**config.mk**
```make
export PLATFORM = sky130hd
export DESIGN_NAME = lsu_subword_ctrl
export DESIGN_NICKNAME = d
export VERILOG_FILES = /design/src/rtl/lsu_subword_ctrl.sv
export SDC_FILE = /design/constraint.sdc
export NUM_CORES = 1
export LEC_CHECK = 0
export BUFFER_PORTS_ARGS = -buffer_cell sky130_fd_sc_hd__buf_2
export CORE_MARGIN = 4
export CORE_UTILIZATION = 30
export CTS_CLUSTER_SIZE = 12
export DETAILED_ROUTE_END_ITERATION = 6
export GPL_ROUTABILITY_DRIVEN = 0
export HOLD_SLACK_MARGIN = 0.08
export PLACE_DENSITY = 0.63
export SYNTH_ARGS = -nofsm -noshare
export SYNTH_HDL_FRONTEND = slang
export SYNTH_SLANG_ARGS = --single-unit
```
**constraint.sdc**
```tcl
create_clock -name clk -period 3.2 [get_ports clk]
set_input_delay 0.16 -clock clk [delete_from_list [all_inputs] [get_ports clk]]
set_output_delay 0.16 -clock clk [all_outputs]
set_load 0.03 [all_outputs]
```
**src/rtl/lsu_subword_ctrl.sv**
```systemverilog
`default_nettype none
// ============================================================================
// Module   : lsu_subword_ctrl
// Brief    : Load/store unit in front of a word-wide data RAM. Sub-word
//            stores become a read-modify-write pair. Loads are sign- or
//            zero-extended and returned on a registered response channel.
// Options  : LSU_ALIGN_CHECK_EN - when defined, misaligned halfword and word
//            accesses are reported as errors and never touch the RAM.
// Revision : 1.0 - initial release
// ============================================================================
module lsu_subword_ctrl #(
  parameter int ADDR_W = 10,
  parameter int DATA_W = 32
) (
  input  logic              clk,
  input  logic              reset,
  input  logic              req_valid,
  output logic              req_ready,
  input  logic              req_we,
  input  logic [2:0]        req_funct3,
  input  logic [31:0]       req_addr,
  input  logic [DATA_W-1:0] req_wdata,
  output logic              resp_valid,
  input  logic              resp_ready,
  output logic [DATA_W-1:0] resp_rdata,
  output logic              resp_err,
  output logic [ADDR_W-1:0] ram_address,
  output logic [DATA_W-1:0] ram_write_data,
  output logic              ram_memwrite,
  input  logic [DATA_W-1:0] ram_read_data
);

  localparam logic [2:0] F3_B  = 3'b000;
  localparam logic [2:0] F3_H  = 3'b001;
  localparam logic [2:0] F3_W  = 3'b010;
  localparam logic [2:0] F3_BU = 3'b100;
  localparam logic [2:0] F3_HU = 3'b101;

  typedef enum logic [2:0] {
    S_IDLE   = 3'd0,
    S_LOAD   = 3'd1,
    S_RMW_RD = 3'd2,
    S_WRITE  = 3'd3,
    S_ERR    = 3'd4,
    S_RESP   = 3'd5
  } state_t;

  state_t              state_q, state_d;
  logic [2:0]          funct3_q;
  logic [ADDR_W+1:0]   addr_q;
  logic [DATA_W-1:0]   wdata_q;
  logic [DATA_W-1:0]   old_q;
  logic [DATA_W-1:0]   rdata_q;
  logic                err_q;

  logic                w_req_bad;
  logic [DATA_W-1:0]   w_load_ext;
  logic [DATA_W-1:0]   w_merge;
  logic [7:0]          w_byte;
  logic [15:0]         w_half;
  logic                w_accept;

  // Address bits above the RAM range are deliberately ignored (wrap-around).
  logic w_unused_addr_hi;
  assign w_unused_addr_hi = ^req_addr[31:ADDR_W+2];

  assign w_accept       = req_valid & req_ready;
  assign ram_address    = addr_q[ADDR_W+1:2];
  assign ram_write_data = w_merge;
  assign resp_rdata     = rdata_q;
  assign resp_err       = err_q;

  // Classify an incoming request as illegal (bad funct3, optionally misaligned).
  always_comb begin
    w_req_bad = 1'b0;
    case (req_funct3)
      F3_B, F3_H, F3_W: w_req_bad = 1'b0;
      F3_BU, F3_HU:     w_req_bad = req_we;   // unsigned forms exist only for loads
      default:          w_req_bad = 1'b1;
    endcase
`ifdef LSU_ALIGN_CHECK_EN
    if ((req_funct3[1:0] == 2'b01) && req_addr[0])
      w_req_bad = 1'b1;
    if ((req_funct3 == F3_W) && (req_addr[1:0] != 2'b00))
      w_req_bad = 1'b1;
`endif
  end

  // Lane select and extension of the RAM read word for loads.
  always_comb begin
    w_byte     = ram_read_data[{addr_q[1:0], 3'b000} +: 8];
    w_half     = ram_read_data[{addr_q[1], 4'b0000} +: 16];
    w_load_ext = ram_read_data;
    case (funct3_q)
      F3_B:    w_load_ext = {{24{w_byte[7]}}, w_byte};
      F3_H:    w_load_ext = {{16{w_half[15]}}, w_half};
      F3_BU:   w_load_ext = {24'd0, w_byte};
      F3_HU:   w_load_ext = {16'd0, w_half};
      default: w_load_ext = ram_read_data;
    endcase
  end

  // Write word: old word with the addressed lane replaced, or the full store data.
  always_comb begin
    w_merge = old_q;
    case (funct3_q)
      F3_B:    w_merge[{addr_q[1:0], 3'b000} +: 8] = wdata_q[7:0];
      F3_H:    w_merge[{addr_q[1], 4'b0000} +: 16] = wdata_q[15:0];
      default: w_merge = wdata_q;
    endcase
  end

  // FSM state register.
  always_ff @(posedge clk or posedge reset) begin
    if (reset) state_q <= S_IDLE;
    else       state_q <= state_d;
  end

  // Next-state and state-decoded outputs; RAM write enable depends only on state.
  always_comb begin
    state_d      = state_q;
    req_ready    = 1'b0;
    resp_valid   = 1'b0;
    ram_memwrite = 1'b0;
    case (state_q)
      S_IDLE: begin
        req_ready = 1'b1;
        if (req_valid) begin
          if (w_req_bad)                state_d = S_ERR;
          else if (!req_we)             state_d = S_LOAD;
          else if (req_funct3 == F3_W)  state_d = S_WRITE;
          else                          state_d = S_RMW_RD;
        end
      end
      S_LOAD:   state_d = S_RESP;
      S_RMW_RD: state_d = S_WRITE;
      S_WRITE: begin
        ram_memwrite = 1'b1;
        state_d      = S_RESP;
      end
      S_ERR:    state_d = S_RESP;
      S_RESP: begin
        resp_valid = 1'b1;
        if (resp_ready) state_d = S_IDLE;
      end
      default:  state_d = S_IDLE;
    endcase
  end

  // Request latch, RMW old-word capture and response data/error registers.
  always_ff @(posedge clk or posedge reset) begin
    if (reset) begin
      funct3_q <= 3'd0;
      addr_q   <= '0;
      wdata_q  <= '0;
      old_q    <= '0;
      rdata_q  <= '0;
      err_q    <= 1'b0;
    end else begin
      if (w_accept) begin
        funct3_q <= req_funct3;
        addr_q   <= req_addr[ADDR_W+1:0];
        wdata_q  <= req_wdata;
        if (w_req_bad) err_q <= 1'b1;
      end
      case (state_q)
        S_LOAD:   rdata_q <= w_load_ext;
        S_RMW_RD: old_q   <= ram_read_data;
        S_WRITE:  rdata_q <= '0;
        S_ERR:    rdata_q <= '0;
        S_RESP: begin
          if (resp_ready) begin
            rdata_q <= '0;
            err_q   <= 1'b0;
          end
        end
        default: ;
      endcase
    end
  end

endmodule
`default_nettype wire

```
==> results_dict.tcl, run 1 <==
set metrics [dict create \
    outcome "finished clean" \
    synth_nets 609 \
    dieArea_sq_um 21700 \
    worst_pin_slew_ps 935 \
    dp_hpwl_um 13600 \
    final_common_cell "buf_2" \
    vias_per_cell 5.04 \
    grt_first_pass_wirelength_um 30000 \
    clk_latency_ps 420 \
    overflow 0 \
    seq_area_frac_synth_pct 49.5 \
    core_area_sq_um 18900 \
    final_nets 840 \
    rrSetupSlack_ps 1040 \
    htreeDepth 4 \
    synth_compound_area_share_pct 19.1 \
    cpPeakStageDelay_ps 530 \
    yosys_warnings 0 \
    muxShareOfSynthArea_pct 16.6 \
    crit_path_end_kind "output port" \
    min_path_cells 2 \
    drt_wl_total_um 19100 \
    fin_setup_tns_ps 0 \
    drtIter0Drc 289 \
    clockBufferDepth 2 \
    first_pass_iters 7 \
    setup_viol 0 \
    p_leak_nw 3.91 \
    syn-cell-area_sq_um 5820 \
    syn_area_per_cell_sq_um 11.6 \
    irDropWorstVdd_mv 0.565 \
    synth_top_family_by_area "compound AO/OA/AOI/OAI gates" \
    synth_edf_count 0 \
    ys_types 47 \
    worstPathMaxFanout 9 \
    syn_inst 500 \
    cp_cell_sequence "inv_1 -> ha_1 -> nor2_1 -> a31oi_1 -> o21ai_0 -> buf_2" \
    cp-start-kind "flip-flop" \
    synth_xor_area_share_pct 0 \
    die_h_um 147 \
    reg2reg_depth 4 \
    grtUsageTotal_pct 17.8 \
    antenna_cells 0 \
    syn2layout_area_growth_pct 41.3 \
    numPortBuffers 161 \
    drive_gt1_share_pct 40.5 \
    cts_tree "yes" \
    synth-simple-area-share_pct 9.10 \
    critical_path_class "flip-flop to output port" \
    slowest_stage "dfrtp_1" \
    crit_arrival_ps 2660 \
    hold_viol 0 \
    numCtsBuffers 17 \
    fmax_ghz 0.354 \
    wl_per_cell_um 19.0 \
    mostFrequentLayoutCells "buf_2 (161), dfrtp_1 (115), dlygate4sd3_1 (82)" \
    clk_pin_slew_worst_paths_ps 50 \
    power_mw 8.44 \
    ys_ff_latch 115 \
    postPlaceCellArea_sq_um 6830 \
    hp-class "input pin to flip-flop" \
    drv_slew 0 \
    fin_worst_skew_ps 10.0 \
    grt_antenna_before_repair 0 \
    die_w_um 147 \
    grt_max_degree 41 \
    min_period_ps 2820 \
    p_per_area_nw_per_um2 1030 \
    cp.required_ps 3040 \
    initial_core_util_pct 30.8 \
    fin_area_sq_um 8220 \
    rsz0062_at_grt "no" \
    cts_sinks 115 \
    relSlewSlack_pct 37.6 \
    async_flop_share_pct 100 \
    hold_start "ram_read_data[23]" \
    synthAdderAreaFrac_pct 1.08 \
    io_pins 182 \
    rows 50 \
    ys.flop_type "dfrtp_1" \
    hold_end "old_q[23]$_DFFE_PP0P_" \
    cap_violations 0 \
    cts-root-buf "clkbuf_16" \
    rr_endpoint "wdata_q[0]$_DFFE_PP0N_" \
    min_period_over_period_pct 88.3 \
    n_fill_cell 1816 \
    post_cts_resized 0 \
    grt_pass1_vias 5217 \
    route.detailed.drc 0 \
    vias 5058 \
    drt.antenna.violating_nets 0 \
    r2r_start "state_q[1]$_DFFE_PP0P_" \
]
## flip-flops by register name, summed over array words and instances, names as in the netlist
signal	flops
state_q	3
resp_rdata	32
resp_err	1
funct3_q	3
old_q	32
wdata_q	32
addr_q	12
## how the worst max path moves through the flow
stage                                     start  slack [ps]                 end
after floorplan           addr_q[1]$_DFFE_PP0N_         830  ram_write_data[10]
after global placement    addr_q[0]$_DFFE_PP0N_         790   ram_write_data[3]
after detailed placement  addr_q[0]$_DFFE_PP0N_         800   ram_write_data[3]
after CTS                 addr_q[0]$_DFFE_PP0N_         350   ram_write_data[3]
after global routing      addr_q[0]$_DFFE_PP0N_         180   ram_write_data[1]
final                     addr_q[0]$_DFFE_PP0N_         380   ram_write_data[1]
## cell type report
cell class | count | area (sq um) | share of cell area (%)
sequential | 115 | 2880 | 35.0
clock inverter | 11 | 105 | 1.28
inverter | 6 | 26.3 | 0.320
timing repair buffer | 256 | 1740 | 21.1
clock buffer | 21 | 460 | 5.60
tap | 260 | 325 | 3.96
multi-input combinational | 335 | 2690 | 32.7
## layer usage
layer	track usage, %	vias to the layer above	share of wire [%]
li1	-	2318	-
met1	24.1	2506	45
met2	28.3	205	47
met3	4.69	29	6.3
met4	5.08	0	2.0
met5	0	-	0
## synthesized netlist by cell type (2+ instances only)
| library cell | n | area, sq um |
|---|---|---|
| nor3b_1 | 3 | 22.5 |
| nor3_1 | 3 | 15.0 |
| nand2_1 | 16 | 60.1 |
| o2bb2ai_1 | 7 | 61.3 |
| clkbuf_2 | 2 | 10.0 |
| a21oi_1 | 25 | 125 |
| a31oi_1 | 8 | 50.1 |
| dfrtp_1 | 115 | 2880 |
| a221o_1 | 15 | 150 |
| a22o_1 | 19 | 166 |
| a22o_2 | 6 | 60.1 |
| ha_1 | 5 | 62.6 |
| clkbuf_1 | 13 | 48.8 |
| nand3b_1 | 2 | 15.0 |
| mux2_1 | 2 | 22.5 |
| and2_1 | 9 | 56.3 |
| a22oi_1 | 16 | 120 |
| a21o_1 | 10 | 75.1 |
| buf_2 | 12 | 60.1 |
| o221ai_1 | 7 | 61.3 |
| mux2_2 | 81 | 912 |
| nand2b_1 | 20 | 125 |
| nor2b_1 | 17 | 106 |
| buf_4 | 15 | 113 |
| o21ai_0 | 31 | 155 |
| inv_1 | 6 | 22.5 |
| nor2_1 | 11 | 41.3 |
| nand3_1 | 5 | 25.0 |
## cells by family (layout without fill, tap and decap cells)
group                      after synthesis  in the layout
buffers and inverters                   50            294
muxes                                   85             85
adders and majority gates                5              5
and+or+nand+nor                         92             92
AOI/OAI and AO/OA                      153            153
DFF                                    115            115
## power by group
part	internal (mW)	switching (mW)	total [mW]
Combinational	1.49	2.65	4.14
Sequential	2.01	0.488	2.49
Clock	1.11	0.701	1.81
## stage by stage
step / util (%) / cells / worst slack (ps) / hold slack [ps]
after floorplan: - / 500 / 829 / 246
after global placement: 36.2 / 890 / 788 / 370
after detailed placement: 36.2 / 890 / 799 / 379
after CTS: 43.5 / 1004 / 346 / 98.3
after global routing: 43.5 / 1004 / 176 / 98.9
final: 43.5 / 1004 / 376 / 109
## critical path, delay by kind of cell, from the launching register on
kind	cells	cell delay, ps
AOI/OAI and AO/OA	2	420
adders and majority gates	1	370
buffers and inverters	2	460
DFF	1	530
and+or+nand+nor	1	470
## repair_timing
item	in CTS	in global routing
buffers inserted	0	0
endpoints found under the hold margin	124	0
hold buffers	82	0
(Power assumes the default switching activity.)
==> inputs of run 2 (changes only) <==
--- a/config.mk
+++ b/config.mk
@@ -13,5 +13,5 @@
 export GPL_ROUTABILITY_DRIVEN = 0
 export HOLD_SLACK_MARGIN = 0.08
-export PLACE_DENSITY = 0.63
+export PLACE_DENSITY = 0.61
 export SYNTH_ARGS = -nofsm -noshare
 export SYNTH_HDL_FRONTEND = slang
==> constraint.sdc (replaced) <==
create_clock -name clk -period 3.6 [get_ports clk]
set_input_delay 0.18 -clock clk [delete_from_list [all_inputs] [get_ports clk]]
set_output_delay 0.18 -clock clk [all_outputs]
set_load 0.05 [all_outputs]
==> results_dict.tcl, run 2 (synthesis results as in run 1) <==
set metrics [dict create \
    post_cts_resized 0 \
    crit_arrival_ps 2760 \
    initial_core_util_pct 30.8 \
    postCtsSetupBuffers 0 \
    p_int_mw 4.21 \
    clockBufferDepth 2 \
    grt_max_degree 73 \
    grtUsageTotal_pct 17.9 \
    worstPathMaxFanout 17 \
    rsz0062_at_grt "no" \
    htreeDepth 4 \
    cp-start-kind "flip-flop" \
    core_area_sq_um 18900 \
    clk_pin_slew_worst_paths_ps 50 \
    syn2layout_area_growth_pct 40.6 \
    cts-root-buf "clkbuf_16" \
    hold_viol 0 \
    hold_slack_ps 105 \
    clk_latency_ps 420 \
    die_w_um 147 \
    seq_power_share_pct 27.0 \
    wl_per_cell_um 19.1 \
    dp_cells 888 \
    fmax_ghz 0.340 \
    numPortBuffers 161 \
    fin_area_sq_um 8180 \
    violations "DRC" \
    setup_viol 0 \
    cap_violations 0 \
    drt_wl_total_um 19000 \
    drv_slew 0 \
    irDropWorstVdd_mv 0.560 \
    hp-class "input pin to flip-flop" \
    critical_path_class "flip-flop to output port" \
    fin_worst_skew_ps 7.61 \
    relSlewSlack_pct 26.7 \
    dieArea_sq_um 21700 \
    swShare_pct 49.4 \
    ff_latch_area_sq_um 2880 \
    outcome "finished with violations" \
    grt_antenna_before_repair 0 \
    drtIter0Drc 328 \
    p_leak_nw 3.91 \
    vias 4973 \
    cts_tree "yes" \
    postPlaceCellArea_sq_um 6800 \
    p_per_area_nw_per_um2 1020 \
    numCtsBuffers 17 \
    worst_pin_slew_ps 1100 \
    min_period_ps 2940 \
    final_common_cell "buf_2" \
    rows 50 \
    combPwrFrac_pct 52.4 \
    cp.required_ps 3420 \
    first_pass_iters 7 \
    cts_sinks 115 \
    min_period_over_period_pct 81.6 \
    grt_pass1_vias 5133 \
    antenna_cells 0 \
    drive_gt1_share_pct 40.4 \
    power.switching_mw 4.11 \
    crit_path_end_kind "output port" \
    fin_setup_tns_ps 0 \
    p_clk_share_pct 20.6 \
    dp_hpwl_um 13500 \
    vias_per_cell 4.99 \
    mostFrequentLayoutCells "buf_2 (161), dfrtp_1 (115), mux2_2 (81)" \
    drt.antenna.violating_nets 0 \
    n_fill_cell 1828 \
    fin_cells 997 \
    overflow 0 \
    route.detailed.drc 2 \
    io_pins 182 \
    final_nets 834 \
    grt_first_pass_wirelength_um 29900 \
    die_h_um 147 \
    multi_input_area_sq_um 2690 \
]
run 2: metrics by stage:
stage	setup slack [ps]	power, mW	utilization, %
3_3_place_gp	1080	6.53	36.0
6_report	662	8.32	43.3
4_1_cts	641	8.38	43.3
2_1_floorplan	376	5.52	-
3_5_place_dp	1080	6.57	36.0
5_1_grt	493	8.78	43.3
run 2: layout make-up:
cell class / count / share of cell area, %
tap: 260 / 3.98
inverter: 6 / 0.306
multi-input combinational: 335 / 32.9
clock buffer: 21 / 5.63
sequential: 115 / 35.2
clock inverter: 10 / 1.62
timing repair buffer: 250 / 20.4
run 2: repair_timing:
item                                    in CTS  in global routing
endpoints found under the setup margin       0                  0
endpoints found under the hold margin      153                  0
hold buffers                                78                  0
run 2: worst paths after layout:
path,startpoint,endpoint,cells past startpoint,slack (ps)
max in group asynchronous,reset,wdata_q[30]$_DFFE_PP0N_,4,2180
worst max register to register,state_q[1]$_DFFE_PP0P_,wdata_q[22]$_DFFE_PP0N_,4,1350
worst min-delay path,ram_read_data[31],old_q[31]$_DFFE_PP0P_,2,100
worst min register to register,resp_rdata[11]$_DFFE_PP0P_,resp_rdata[11]$_DFFE_PP0P_,1,470
min in group asynchronous,reset,resp_err$_DFF_PP0_,3,510
worst max-delay path,funct3_q[1]$_DFFE_PP0N_,ram_write_data[29],4,660
run 2: critical path: stages, from the launching register on:
cell	delay [ps]
dfrtp_1	510
or3_1	680
nor4_4	560
a221o_1	300
buf_2	290
run 2: power by group through the flow:
| stage | Clock [mW] | Sequential (mW) | Combinational (mW) |
|---|---|---|---|
| floorplan | 0 | 2.65 | 2.86 |
| finish | 1.71 | 2.24 | 4.36 |
| detailed placement | 0 | 2.26 | 4.31 |
| CTS | 1.75 | 2.25 | 4.38 |
| global route | 1.82 | 2.32 | 4.64 |
| global placement | 0 | 2.24 | 4.28 |
run 2: layer usage:
| layer | track usage [%] | up-vias | share of wire, % |
|---|---|---|---|
| li1 | - | 2302 | - |
| met2 | 29.1 | 179 | 48 |
| met3 | 4.44 | 21 | 5.9 |
| met5 | 0 | - | 0 |
| met1 | 23.6 | 2471 | 44 |
| met4 | 5.55 | 0 | 1.8 |
==> inputs of run 3 (changes only) <==
- PLACE_DENSITY: 0.61 -> 0.63
- clock period: 3.6 -> 2.7 ns (I/O delays scaled with it)
==> results_dict.tcl, run 3 (synthesis results as in run 1) <==
set metrics [dict create \
    preCtsSetupSlack_ps 553 \
    p_clk_share_pct 21.5 \
    cp-start-kind "flip-flop" \
    power.switching_mw 5.55 \
    min_period_over_period_pct 95.1 \
    clk_latency_ps 430 \
    use_met3_pct 4.41 \
    critical_path_class "flip-flop to output port" \
    fin_setup_tns_ps 0 \
    ff_latch_area_sq_um 2880 \
    wl_per_cell_um 19.2 \
    first_pass_iters 6 \
    multi_input_area_sq_um 2690 \
    antenna_cells 0 \
    drt_wl_total_um 19400 \
    die_w_um 147 \
    relSlewSlack_pct 63.9 \
    p_leak_nw 3.98 \
    final_nets 846 \
    drt.antenna.violating_nets 0 \
    crit_arrival_ps 2430 \
    syn2layout_area_growth_pct 43.6 \
    cts_sinks 115 \
    mostFrequentLayoutCells "buf_2 (161), dfrtp_1 (115), dlygate4sd3_1 (83)" \
    power_mw 11.4 \
    setup_viol 0 \
    seq_power_share_pct 26.0 \
    vias 5052 \
    numCtsBuffers 17 \
    fin_worst_skew_ps 5.79 \
    hp-class "input pin to flip-flop" \
    outcome "finished clean" \
    fin_util_pct 44.2 \
    cts-root-buf "clkbuf_16" \
    drive_gt1_share_pct 41.2 \
    rows 50 \
    io_pins 182 \
    irDropWorstVdd_mv 0.656 \
    grt_antenna_before_repair 0 \
    grt_max_degree 71 \
    clk_pin_slew_worst_paths_ps 50 \
    htreeDepth 4 \
    grtUsageTotal_pct 18.3 \
    grtUsageMet2_pct 28.9 \
    core_area_sq_um 18900 \
    dp_hpwl_um 13600 \
    combPwrFrac_pct 52.6 \
    p_per_area_nw_per_um2 1370 \
    grt_pass1_vias 5220 \
    initial_core_util_pct 30.8 \
    p_int_mw 5.85 \
    swShare_pct 48.7 \
    hold_slack_ps 123 \
    rsz0062_at_grt "no" \
    cap_violations 0 \
    worstPathMaxFanout 9 \
    vias_per_cell 5.01 \
    cts_tree "yes" \
    drv_slew 0 \
    n_fill_cell 1820 \
    numPortBuffers 161 \
    clockBufferDepth 2 \
    hold_viol 0 \
    route.detailed.drc 0 \
    drtIter0Drc 325 \
    die_h_um 147 \
    fmax_ghz 0.389 \
    crit_path_end_kind "output port" \
    min_period_ps 2570 \
    dieArea_sq_um 21700 \
    fin_ws_ps 132 \
    final_common_cell "buf_2" \
    worst_pin_slew_ps 540 \
    cp.required_ps 2570 \
    top_usage_layer "met2" \
    met1_usage_pct 24.8 \
    grt_first_pass_wirelength_um 30400 \
    overflow 0 \
]
run 3: cell types whose count changed in the layout (fill, tap and decap cells not counted), moves of 5 or more:
cell,before,now
dlygate4sd3_1,78,83
o21ai_1,1,9
buf_4,11,16
o21ai_0,31,23
run 3: what timing repair did:
item                       in CTS  in global routing
setup buffers                   0                  1
hold buffers                   83                  0
resized for setup               0                  1
hold endpoints to repair      116                  0
setup endpoints to repair       0                  5
run 3: worst max-delay path, stage by stage, from the launching register on:
cell	delay (ps)
dfrtp_1	370
inv_1	170
ha_1	410
and4b_2	410
a21oi_1	100
o21ai_1	230
buf_2	310
run 3: area by class of cell:
type | instances | area share (%)
clock buffers | 21 | 5.75
inverters | 6 | 0.315
flip-flops and latches | 115 | 34.5
multi-input cells | 335 | 32.2
well taps | 260 | 3.90
clock inverters | 9 | 1.83
repair buffers | 262 | 21.5
run 3: power groups by stage:
stage	combinational (mW)	clock [mW]	sequential, mW
4_1_cts	6.01	2.48	2.96
5_1_grt	6.36	2.57	3.05
3_3_place_gp	5.84	0	2.96
6_report	5.99	2.45	2.96
2_1_floorplan	3.83	0	3.54
3_5_place_dp	5.89	0	2.98
run 3: per-stage QoR:
step                      std cells  area (sq um)
after CTS                      1007          8340
after detailed placement        894          6880
after floorplan                 500          5830
after global placement          894          6880
after global routing           1008          8350
final                          1008          8350
run 3: final timing paths:
path / start / end / cells after the start / slack (ps)
max in group asynchronous: reset / old_q[2]$_DFFE_PP0P_ / 4 / 1650
worst max-delay path: addr_q[1]$_DFFE_PP0N_ / ram_write_data[15] / 6 / 130
min in group asynchronous: reset / state_q[0]$_DFFE_PP0P_ / 3 / 300
worst min-delay path: req_we / state_q[2]$_DFFE_PP0P_ / 5 / 120
worst min register to register: resp_rdata[10]$_DFFE_PP0P_ / resp_rdata[10]$_DFFE_PP0P_ / 1 / 470
worst max register to register: funct3_q[1]$_DFFE_PP0N_ / resp_rdata[28]$_DFFE_PP0P_ / 5 / 640
run 3: per-layer routing:
metal	wire (um)	vias up
met1	8660	2501
met5	0	-
met2	9150	201
met4	383	0
li1	-	2320
met3	1210	30
